==> src/rtl/if_prefetch.sv <==
`default_nettype none
// =============================================================================
// Module   : if_prefetch
// Purpose  : Instruction-fetch stage with a DEPTH-entry prefetch queue; absorbs
//            cache misses and flushes on ID redirects (also during a miss).
// Revision : 1.0
// =============================================================================
module if_prefetch #(
    parameter int              XLEN     = 32,
    parameter int              DEPTH    = 4,
    parameter logic [XLEN-1:0] RESET_PC = '0
) (
    input  logic                       clk,
    input  logic                       rst_n,
    input  logic                       stall_i,
    output logic                       re_CACHE_o,
    output logic [XLEN-1:0]            addr_CACHE_o,
    input  logic [XLEN-1:0]            data_CACHE_i,
    input  logic                       miss_CACHE_i,
    input  logic                       redirect_i,
    input  logic [XLEN-1:0]            redirect_addr_i,
    output logic                       valid_o,
    output logic [XLEN-1:0]            inst_o,
    output logic [XLEN-1:0]            pc_o,
    output logic [$clog2(DEPTH):0]     count_o
);

    localparam int c_AW = $clog2(DEPTH);
    localparam int c_CW = c_AW + 1;

    logic              r_started;
    logic              r_miss_hold;
    logic              r_redir_pend;
    logic [XLEN-1:0]   r_fetch_pc;
    logic [XLEN-1:0]   r_pend_addr;
    logic [c_AW-1:0]   r_rd_ptr;
    logic [c_AW-1:0]   r_wr_ptr;
    logic [c_CW-1:0]   r_count;
    logic [XLEN-1:0]   r_pc_mem   [DEPTH];
    logic [XLEN-1:0]   r_inst_mem [DEPTH];

    logic              w_full;
    logic              w_miss;
    logic              w_hit;
    logic              w_push;
    logic              w_pop;
    logic [XLEN-1:0]   w_target;

    // Fullness uses registered count only, so a same-cycle pop never enables a fetch.
    assign w_full     = (r_count == c_CW'(DEPTH));
    assign re_CACHE_o = r_started && (!w_full || r_miss_hold);
    assign w_miss     = re_CACHE_o && miss_CACHE_i;
    assign w_hit      = re_CACHE_o && !miss_CACHE_i;
    assign w_push     = w_hit && !redirect_i && !r_redir_pend;
    assign w_pop      = valid_o && !stall_i;
    assign w_target   = {redirect_addr_i[XLEN-1:2], 2'b00};

    assign addr_CACHE_o = r_fetch_pc;
    assign valid_o      = (r_count != '0);
    assign inst_o       = valid_o ? r_inst_mem[r_rd_ptr] : '0;
    assign pc_o         = valid_o ? r_pc_mem[r_rd_ptr]   : '0;
    assign count_o      = r_count;

    always_ff @(posedge clk or negedge rst_n) begin
        if (!rst_n) begin
            r_started    <= 1'b0;
            r_miss_hold  <= 1'b0;
            r_redir_pend <= 1'b0;
            r_fetch_pc   <= RESET_PC;
            r_pend_addr  <= '0;
            r_rd_ptr     <= '0;
            r_wr_ptr     <= '0;
            r_count      <= '0;
        end else begin
            r_started   <= 1'b1;
            r_miss_hold <= w_miss;
            if (redirect_i) begin
                r_rd_ptr <= '0;
                r_wr_ptr <= '0;
                r_count  <= '0;
                // During a miss the cache needs a stable address; park the target.
                if (w_miss) begin
                    r_pend_addr  <= w_target;
                    r_redir_pend <= 1'b1;
                end else begin
                    r_fetch_pc   <= w_target;
                    r_redir_pend <= 1'b0;
                end
            end else begin
                if (w_hit) begin
                    if (r_redir_pend) begin
                        r_fetch_pc   <= r_pend_addr;
                        r_redir_pend <= 1'b0;
                    end else begin
                        r_fetch_pc   <= r_fetch_pc + XLEN'(4);
                    end
                end
                if (w_push) begin
                    r_wr_ptr <= r_wr_ptr + c_AW'(1);
                end
                if (w_pop) begin
                    r_rd_ptr <= r_rd_ptr + c_AW'(1);
                end
                if (w_push && !w_pop) begin
                    r_count <= r_count + c_CW'(1);
                end else if (!w_push && w_pop) begin
                    r_count <= r_count - c_CW'(1);
                end
            end
        end
    end

    always_ff @(posedge clk) begin
        if (w_push) begin
            r_pc_mem[r_wr_ptr]   <= r_fetch_pc;
            r_inst_mem[r_wr_ptr] <= data_CACHE_i;
        end
    end

endmodule
`default_nettype wire

==> config.mk <==
export PLATFORM = sky130hd
export DESIGN_NAME = if_prefetch
export DESIGN_NICKNAME = d
export VERILOG_FILES = /design/src/rtl/if_prefetch.sv
export SDC_FILE = /design/constraint.sdc
export NUM_CORES = 1
export LEC_CHECK = 0
export ABC_AREA = 1
export ABC_CLOCK_PERIOD_IN_PS = 5050
export CAP_MARGIN = 20
export CELL_PAD_IN_SITES_DETAIL_PLACEMENT = 2
export CELL_PAD_IN_SITES_GLOBAL_PLACEMENT = 2
export CORE_UTILIZATION = 30
export DETAILED_ROUTE_END_ITERATION = 8
export PLACE_DENSITY_LB_ADDON = 0.1
export SLEW_MARGIN = 0
export SYNTH_ARGS = -nofsm -noshare
export SYNTH_HDL_FRONTEND = slang
export SYNTH_SLANG_ARGS = --single-unit
export TNS_END_PERCENT = 100
==> constraint.sdc <==
create_clock -name clk -period 5.05 [get_ports clk]
set_input_delay 1.01 -clock clk [delete_from_list [all_inputs] [get_ports clk]]
set_output_delay 1.01 -clock clk [all_outputs]
set_load 0.02 [all_outputs]
### Word-level counts from Yosys, hierarchy flattened

Memory sizes are Yosys's and may differ from the RTL's.
Index checks and enable logic that the tools add are counted.

* bits in registers: 72
* RAM bits: 256
* output and inout port bits: 101
* logic and storage cells: 58
* memories: 2

* add/sub/neg operators: 5
* equality and inequality tests: 2
* mux-type cells: 18
* reductions and logical operators: 23

Memory list
* r_inst_mem: words 4, width 32, read ports 1, clocked after Yosys merged registers in 0, write ports 1, RTL line 40 `logic [XLEN-1:0] r_inst_mem [DEPTH];`
* r_pc_mem: words 4, width 32, read ports 1, clocked after Yosys merged registers in 0, write ports 1, RTL line 39 `logic [XLEN-1:0] r_pc_mem [DEPTH];`

Operators by type and width (number)
* $mux 32: 6
* $add 32x3->32 const B: 1
* $mux 3: 3
* $logic_and 1x1->1: 8
* $mux 2: 4
* $logic_not 1->1: 7
* $reduce_bool 2->1: 3
* $reduce_bool 3->1: 2
* $mux 1: 5
* $add 2x1->2 const B: 2
* $reduce_and 2->1: 2
* $add 3x1->3 const B: 1
* $eq 3x3->1 const B: 1
* $sub 3x1->3 const B: 1
* $ne 2x2->1 const B: 1
* $logic_or 1x1->1: 1

### Logic depth before layout (Yosys ltp)

Gate-level depths: netlist (run 1).

* word-level depth: 12
* gate-level depth with buffers: 12
* depth with buffers taken out: 12

### Worst setup path after synthesis (run 1)

OpenSTA, ideal clock, no wires.

* path type: input port to flip-flop
* start: input redirect_i
* end: memory r_inst_mem[0][0], enable pin
* library setup time: 0.482 ns
* data arrival time: 4.126 ns
* data required time: 4.568 ns
* setup slack: 0.442 ns
* cell stages on the path: 4
* buffers on the path: 1
* path through: buf_6 nor3_2 nand2_1 nor2_1

* word-level cells in the longest chain between the ends: 5

Ends and longest elaborated chain
* from (decl): RTL line 20 `input logic redirect_i,`
* $logic_not 1->1: RTL line 54 `assign w_push = w_hit && !redirect_i && !r_redir_pend;`
* $logic_and 1x1->1 (2 in a row): RTL line 54
* $mux 1: RTL line 114 `if (w_push) begin`
* $mux 1 (not written as such): RTL line 116 `r_inst_mem[r_wr_ptr] <= data_CACHE_i;`
* to (decl): RTL line 40

No other way between the ends.

### Worst setup path in the final report (run 1)

* start: register r_rd_ptr[0]
* end: output pc_o[12]

* word-level cells in the longest chain between the ends: 2

Ends and longest elaborated chain
* from (decl): RTL line 36 `logic [c_AW-1:0] r_rd_ptr;`
* from (signal assigned): RTL line 102 `r_rd_ptr <= r_rd_ptr + c_AW'(1);`
* $mem_v2 4x32
* $mux 32: RTL line 61 `assign pc_o = valid_o ? r_pc_mem[r_rd_ptr] : '0;`
* to (decl): RTL line 24 `output logic [XLEN-1:0] pc_o,`

No other way between the ends.

==> flow_summary.toml, run 1 <==
[status]
run_status = "finished clean"

[drt]
ant_nets = 0
drcViolationCount = 0
wl_um = 43000
drt-initial-drc-count = 405
wire_per_inst_um = 20.1
vias = 10338
drtPass1Iterations = 4
post_drt_via_cell_ratio = 4.84

[cts]
clk_pin_slew_ns = 0.06
post_cts_buffers = 0
cts_made_buffers = 39
cts.path.max_buffers = 3
ctsResizeCount = 0
cts_tree = "built"
cts_root_buffer = "clkbuf_16"
htreeDepth = 2
clk-insertion-delay-late_ns = 0.55
ctsHoldBuffers = 0
cts.sinks = 318

[die]
die_h_um = 217
io_pins = 170
dieArea_um2 = 47200
floorplan.initialDensity_pct = 30.5
die_x_um = 217
rows = 78
coreArea_um2 = 45600

[flow_run]
cap_viol_max_count = 0

[global_route]
groute.usage.overall_pct = 18.6
grt_pass1_wl_um = 66300
first_global_vias = 11473
gr-total-overflow = 0
grt_antenna_before_repair = 0
grt_max_degree = 83

[logic_synthesis]
ys_ff_latch = 318
synthTopCellsByArea = "edfxtp_1, dfrtp_1, nor2_1"
ys_types = 33
synthDominantCellAreaShare_pct = 53.6
synth_top_area_cell = "edfxtp_1"
syn-cell-area_um2 = 13900
synth_cells = 1355
ys_seq_area_share_pct = 66.2
postSynthAreaPerCell_um2 = 10.3
synth_edf_count = 248
yosysWarnings = 0
synthTopCellsByCount = "nor2_1, edfxtp_1, nand2_1"
synthFlopType = "edfxtp_1"
synth_most_common_cell = "nor2_1"
async_flop_share_pct = 22.0

[placed_design]
gp_congestion = 0.761
dp_hpwl_um = 26400
pre_cts_ws_ns = 1.38
io_buffers = 163
post_dp_cell_area_um2 = 16100

[layout]
drive_above_1_share_pct = 8.06
antenna-diode-count = 0
finalCoreUtilization_pct = 38.1
nNetsFinal = 1584
syn2layout_area_growth_pct = 25.1
fin_area_um2 = 17400

[sta]
hold_viol_final = 0
rsz0062_at_grt = "no"
fmax_ghz = 0.239
finalClockSkew_ns = 0.0235
post-route-min-period_ns = 4.18
hold_ws_ns = 0.486
slew_headroom_pct = 38.2
setup_viol = 0
worst_slack_ns = 0.873
slew_violations = 0
max_slew.worst_pin.slew_ns = 0.927
min_period_over_period_pct = 82.7
final.setup.tns_ns = 0

[min_path]
min_path_type = "flop to flop"
min_delay_worst_endpoint = "r_pend_addr[29]"
hp-start = "r_pend_addr[29]"
worstHoldPathCells = 2

[pwr]
vdd_drop_max_mv = 0.227
p_per_area_nw_per_um2 = 527
p_leak_nw = 6.41

[setup_path]
r2r_slack_ns = 2.56
start_kind = "flop"
cp_max_fo = 82
crit_type = "flop to output pin"
worst_r2r_endpoint = "r_pc_mem[1][21]"
timing.rr.start = "count_o[2]"
crit_path_end_kind = "output pin"
crit_arrival_ns = 3.17
cp_data_required_time_ns = 4.04
reg2regPathDepth = 6
==> metrics by stage <==
| stage | instances | power (mW) |
|---|---|---|
| 5_1_grt | 2138 | 9.68 |
| 2_1_floorplan | 1358 | 5.05 |
| 4_1_cts | 2137 | 9.35 |
| 3_5_place_dp | 2067 | 6.62 |
| 6_report | 2138 | 9.16 |
| 3_3_place_gp | 2067 | 6.56 |
==> sequential cells by signal, indices dropped and copies added (netlist names) <==
name / cells
addr_CACHE_o: 30
r_inst_mem: 128
r_miss_hold: 1
r_wr_ptr: 2
r_rd_ptr: 2
r_pc_mem: 120
count_o: 3
r_pend_addr: 30
r_redir_pend: 1
r_started: 1
==> per-layer routing <==
| layer | GRT usage (%) | share of wire [%] | up-vias |
|---|---|---|---|
| li1 | - | - | 4878 |
| met1 | 22.8 | 44 | 5263 |
| met2 | 33.8 | 51 | 151 |
| met3 | 3.09 | 3.5 | 46 |
| met4 | 4.32 | 1.6 | 0 |
| met5 | 0 | 0 | - |
==> power breakdown <==
part / switching, mW / leakage, nW / internal (mW)
Sequential: 0.383 / 3.10 / 3.13
Combinational: 1.82 / 2.73 / 1.16
Clock: 1.11 / 0.580 / 1.56
==> worst max-delay path, stage by stage, from the launching register on <==
cell and delay [ns]:
dfrtp_4 0.60, clkinv_2 0.08, buf_4 0.65, o21ai_0 0.21
a21oi_1 0.35, clkdlybuf4s50_1 0.69
==> kinds of logic (layout without fill, tap and decap cells) <==
kind of cell | after synthesis | count (layout) | synth area share (%)
simple gates | 581 | 581 | 16.4
other cells | 2 | 5 | 0.0540
flops | 318 | 318 | 66.2
buf+inv | 139 | 319 | 4.47
fa+ha+maj | 6 | 6 | 0.594
compound gates | 293 | 293 | 11.1
mux | 4 | 4 | 0.432
xor+xnor | 12 | 12 | 0.756
==> cell type report <==
type                       instances  area [um2]
clock buffer                      47        1030
clock inverter                    23         191
tap                              600         751
fill                            4823       28200
multi-input combinational        901        4130
sequential                       318        9200
inverter                          64         241
timing repair buffer             185        1840
==> worst max path at each step <==
stage	start	to	cells past startpoint
2_1_floorplan	redirect_i	r_inst_mem[0][0]	4
3_3_place_gp	r_rd_ptr[0]	pc_o[12]	5
3_5_place_dp	r_rd_ptr[0]	pc_o[26]	5
4_1_cts	r_rd_ptr[0]	pc_o[12]	5
5_1_grt	r_rd_ptr[0]	pc_o[12]	5
6_report	r_rd_ptr[0]	pc_o[12]	5
==> placed cells by master (no fill, tap or decap), types with 5 or more instances in the layout <==
| master | Yosys | routed |
|---|---|---|
| xor2_1 | 7 | 7 |
| dfrtp_1 | 70 | 68 |
| o21ai_1 | 20 | 20 |
| inv_2 | 7 | 6 |
| nand3_1 | 25 | 25 |
| ha_1 | 5 | 5 |
| o21ai_0 | 146 | 146 |
| a21oi_1 | 105 | 105 |
| nand3b_1 | 6 | 6 |
| clkdlybuf4s50_1 | 0 | 161 |
| clkbuf_16 | 0 | 40 |
| o21ai_2 | 15 | 14 |
| nor2_1 | 302 | 298 |
| clkinvlp_4 | 0 | 5 |
| buf_4 | 6 | 19 |
| nand2_1 | 236 | 236 |
| clkinv_1 | 1 | 8 |
| xnor2_1 | 5 | 5 |
| clkinv_2 | 0 | 6 |
| inv_1 | 56 | 56 |
| edfxtp_1 | 248 | 248 |
| clkbuf_1 | 42 | 7 |
| nor2_2 | 6 | 6 |
| conb_1 | 2 | 5 |
No activity file was read; power rests on OpenSTA's default activity.
==> run 2, diff against run 1 <==
--- a/config.mk
+++ b/config.mk
@@ -6,7 +6,7 @@
 export NUM_CORES = 1
 export LEC_CHECK = 0
 export ABC_AREA = 1
-export ABC_CLOCK_PERIOD_IN_PS = 5050
+export ABC_CLOCK_PERIOD_IN_PS = 4300
 export CAP_MARGIN = 20
 export CELL_PAD_IN_SITES_DETAIL_PLACEMENT = 2
 export CELL_PAD_IN_SITES_GLOBAL_PLACEMENT = 2
==> constraint.sdc (replaced) <==
create_clock -name clk -period 4.3 [get_ports clk]
set_input_delay 0.86 -clock clk [delete_from_list [all_inputs] [get_ports clk]]
set_output_delay 0.86 -clock clk [all_outputs]
set_load 0.02 [all_outputs]
==> flow_summary.toml, run 2 (same netlist as run 1, synthesis figures left out) <==
[placed_design]
dp_hpwl_um = 27200
io_buffers = 163
gp_congestion = 0.754
dp.cells = 2071

[cts]
cts_tree = "built"
ctsResizeCount = 0
cts.path.max_buffers = 3
cts.sinks = 318
clk-insertion-delay-late_ns = 0.54
cts_root_buffer = "clkbuf_16"
clk_pin_slew_ns = 0.05
htreeDepth = 2
ctsHoldBuffers = 0
post_cts_buffers = 0
cts_made_buffers = 38

[global_route]
groute.usage.overall_pct = 18.8
grt_pass1_wl_um = 67400
gr-total-overflow = 0
grt_antenna_before_repair = 0
grt_max_degree = 63
first_global_vias = 11562

[sta]
hold_viol_final = 0
slew_violations = 0
post-route-min-period_ns = 4.03
min_period_over_period_pct = 93.7
setup_viol = 0
max_slew.worst_pin.slew_ns = 0.860
finalClockSkew_ns = 0.0188
slew_headroom_pct = 42.6
rsz0062_at_grt = "no"
fmax_ghz = 0.248

[layout]
ff_latch_area_um2 = 9200
top_register = "r_inst_mem"
final_common_cell = "nor2_1"
drive_above_1_share_pct = 7.61
final_cell_mix = "nor2_1, edfxtp_1, nand2_1"
top_regs = "r_inst_mem (128), r_pc_mem (120)"
syn2layout_area_growth_pct = 25.2
fin_cells = 2138
nNetsFinal = 1586
multi_input_area_um2 = 4130
fill_cells = 4829
largest_reg_flops = 128

[die]
die_x_um = 217
rows = 78
dieArea_um2 = 47200
io_pins = 170
die_h_um = 217
coreArea_um2 = 45600
floorplan.initialDensity_pct = 30.5

[setup_path]
timing.rr.start = "count_o[2]"
worst_r2r_endpoint = "r_inst_mem[0][4]"
start_kind = "flop"
critPathSlowestCell = "dfrtp_2"
crit_type = "flop to output pin"
reg2regPathDepth = 6
startpoint = "r_rd_ptr[1]"
cp_data_required_time_ns = 3.44
critPathMaxStageDelay_ns = 0.69
crit_path_end_kind = "output pin"
crit_arrival_ns = 3.17
cp_cell_sequence = "inv_2 > buf_12 > nor2_1 > o21ai_0 > a21oi_1 > clkdlybuf4s50_1"
r2r_slack_ns = 1.82
cp_max_fo = 35

[min_path]
min_path_type = "input pin to asynchronous set/reset pin"

[status]
run_status = "finished clean"

[drt]
vias = 10378
drtPass1Iterations = 4
wl_um = 44000
drcViolationCount = 0
post_drt_via_cell_ratio = 4.85
drt-initial-drc-count = 445
wire_per_inst_um = 20.6
ant_nets = 0

[pwr]
p_leak_nw = 6.43
p_per_area_nw_per_um2 = 616
swShare_pct = 36.1
totalPowerFinal_mw = 10.7
vdd_drop_max_mv = 0.223
p_clk_share_pct = 28.1
seqPwrFrac_pct = 38.5
p_sw_mw = 3.87
p_int_mw = 6.86
combPwrFrac_pct = 33.4

[flow_run]
cap_viol_max_count = 0
[run 2: cell types whose count changed in the layout (fill, tap and decap cells not counted), sizes merged]
cell,previous run,this run
clkinvlp,5,0
diode,0,1
buf,24,27
clkinv,17,15
clkbuf,47,50
[run 2: routing by layer]
metal	part of all wire [%]	global-route usage (%)	vias to the layer above
met4	2.1	5.12	0
met3	2.8	2.89	55
met5	0	0	-
met1	44	23.7	5280
met2	51	33.4	161
li1	-	-	4882
[run 2: area by class of cell]
type / count / area share (%)
antenna: 1 / 0.0144
clock buffer: 50 / 5.85
clock inverter: 16 / 0.705
inverter: 64 / 1.39
multi-input combinational: 901 / 23.7
sequential: 318 / 52.9
tap: 600 / 4.31
timing repair buffer: 188 / 11.1
[run 2: power by group through the flow]
stage	sequential, mW	combinational, mW	clock (mW)
finish	4.13	3.58	3.02
global route	4.18	3.89	3.24
CTS	4.14	3.67	3.12
detailed placement	4.20	3.65	0
global placement	4.18	3.59	0
floorplan	4.11	1.83	0
[run 2: through the flow]
step	hold WS [ns]	instance area (um2)	setup WS (ns)	TNS [ns]	util (%)
after global routing	0.430	17400	0.0776	0	38.2
after CTS	0.407	17400	0.146	0	38.2
after floorplan	0.455	13900	-0.158	-39.31	-
after global placement	0.465	16300	0.834	0	35.7
final	0.398	17400	0.270	0	38.2
after detailed placement	0.473	16300	0.805	0	35.7
[run 2: critical path: cells and delay by family (launching register included)]
kind / cells / cell delay [ns]
buf+inv: 3 / 1.43
flops: 1 / 0.69
compound gates: 2 / 0.36
simple gates: 1 / 0.13
[run 2: how the worst max path moves through the flow]
stage                                   to  slack [ns]
after floorplan           r_inst_mem[0][0]       -0.16
after global placement           inst_o[1]        0.83
after detailed placement         inst_o[1]        0.80
after CTS                          pc_o[4]        0.15
after global routing               pc_o[4]        0.08
final                              pc_o[4]        0.27
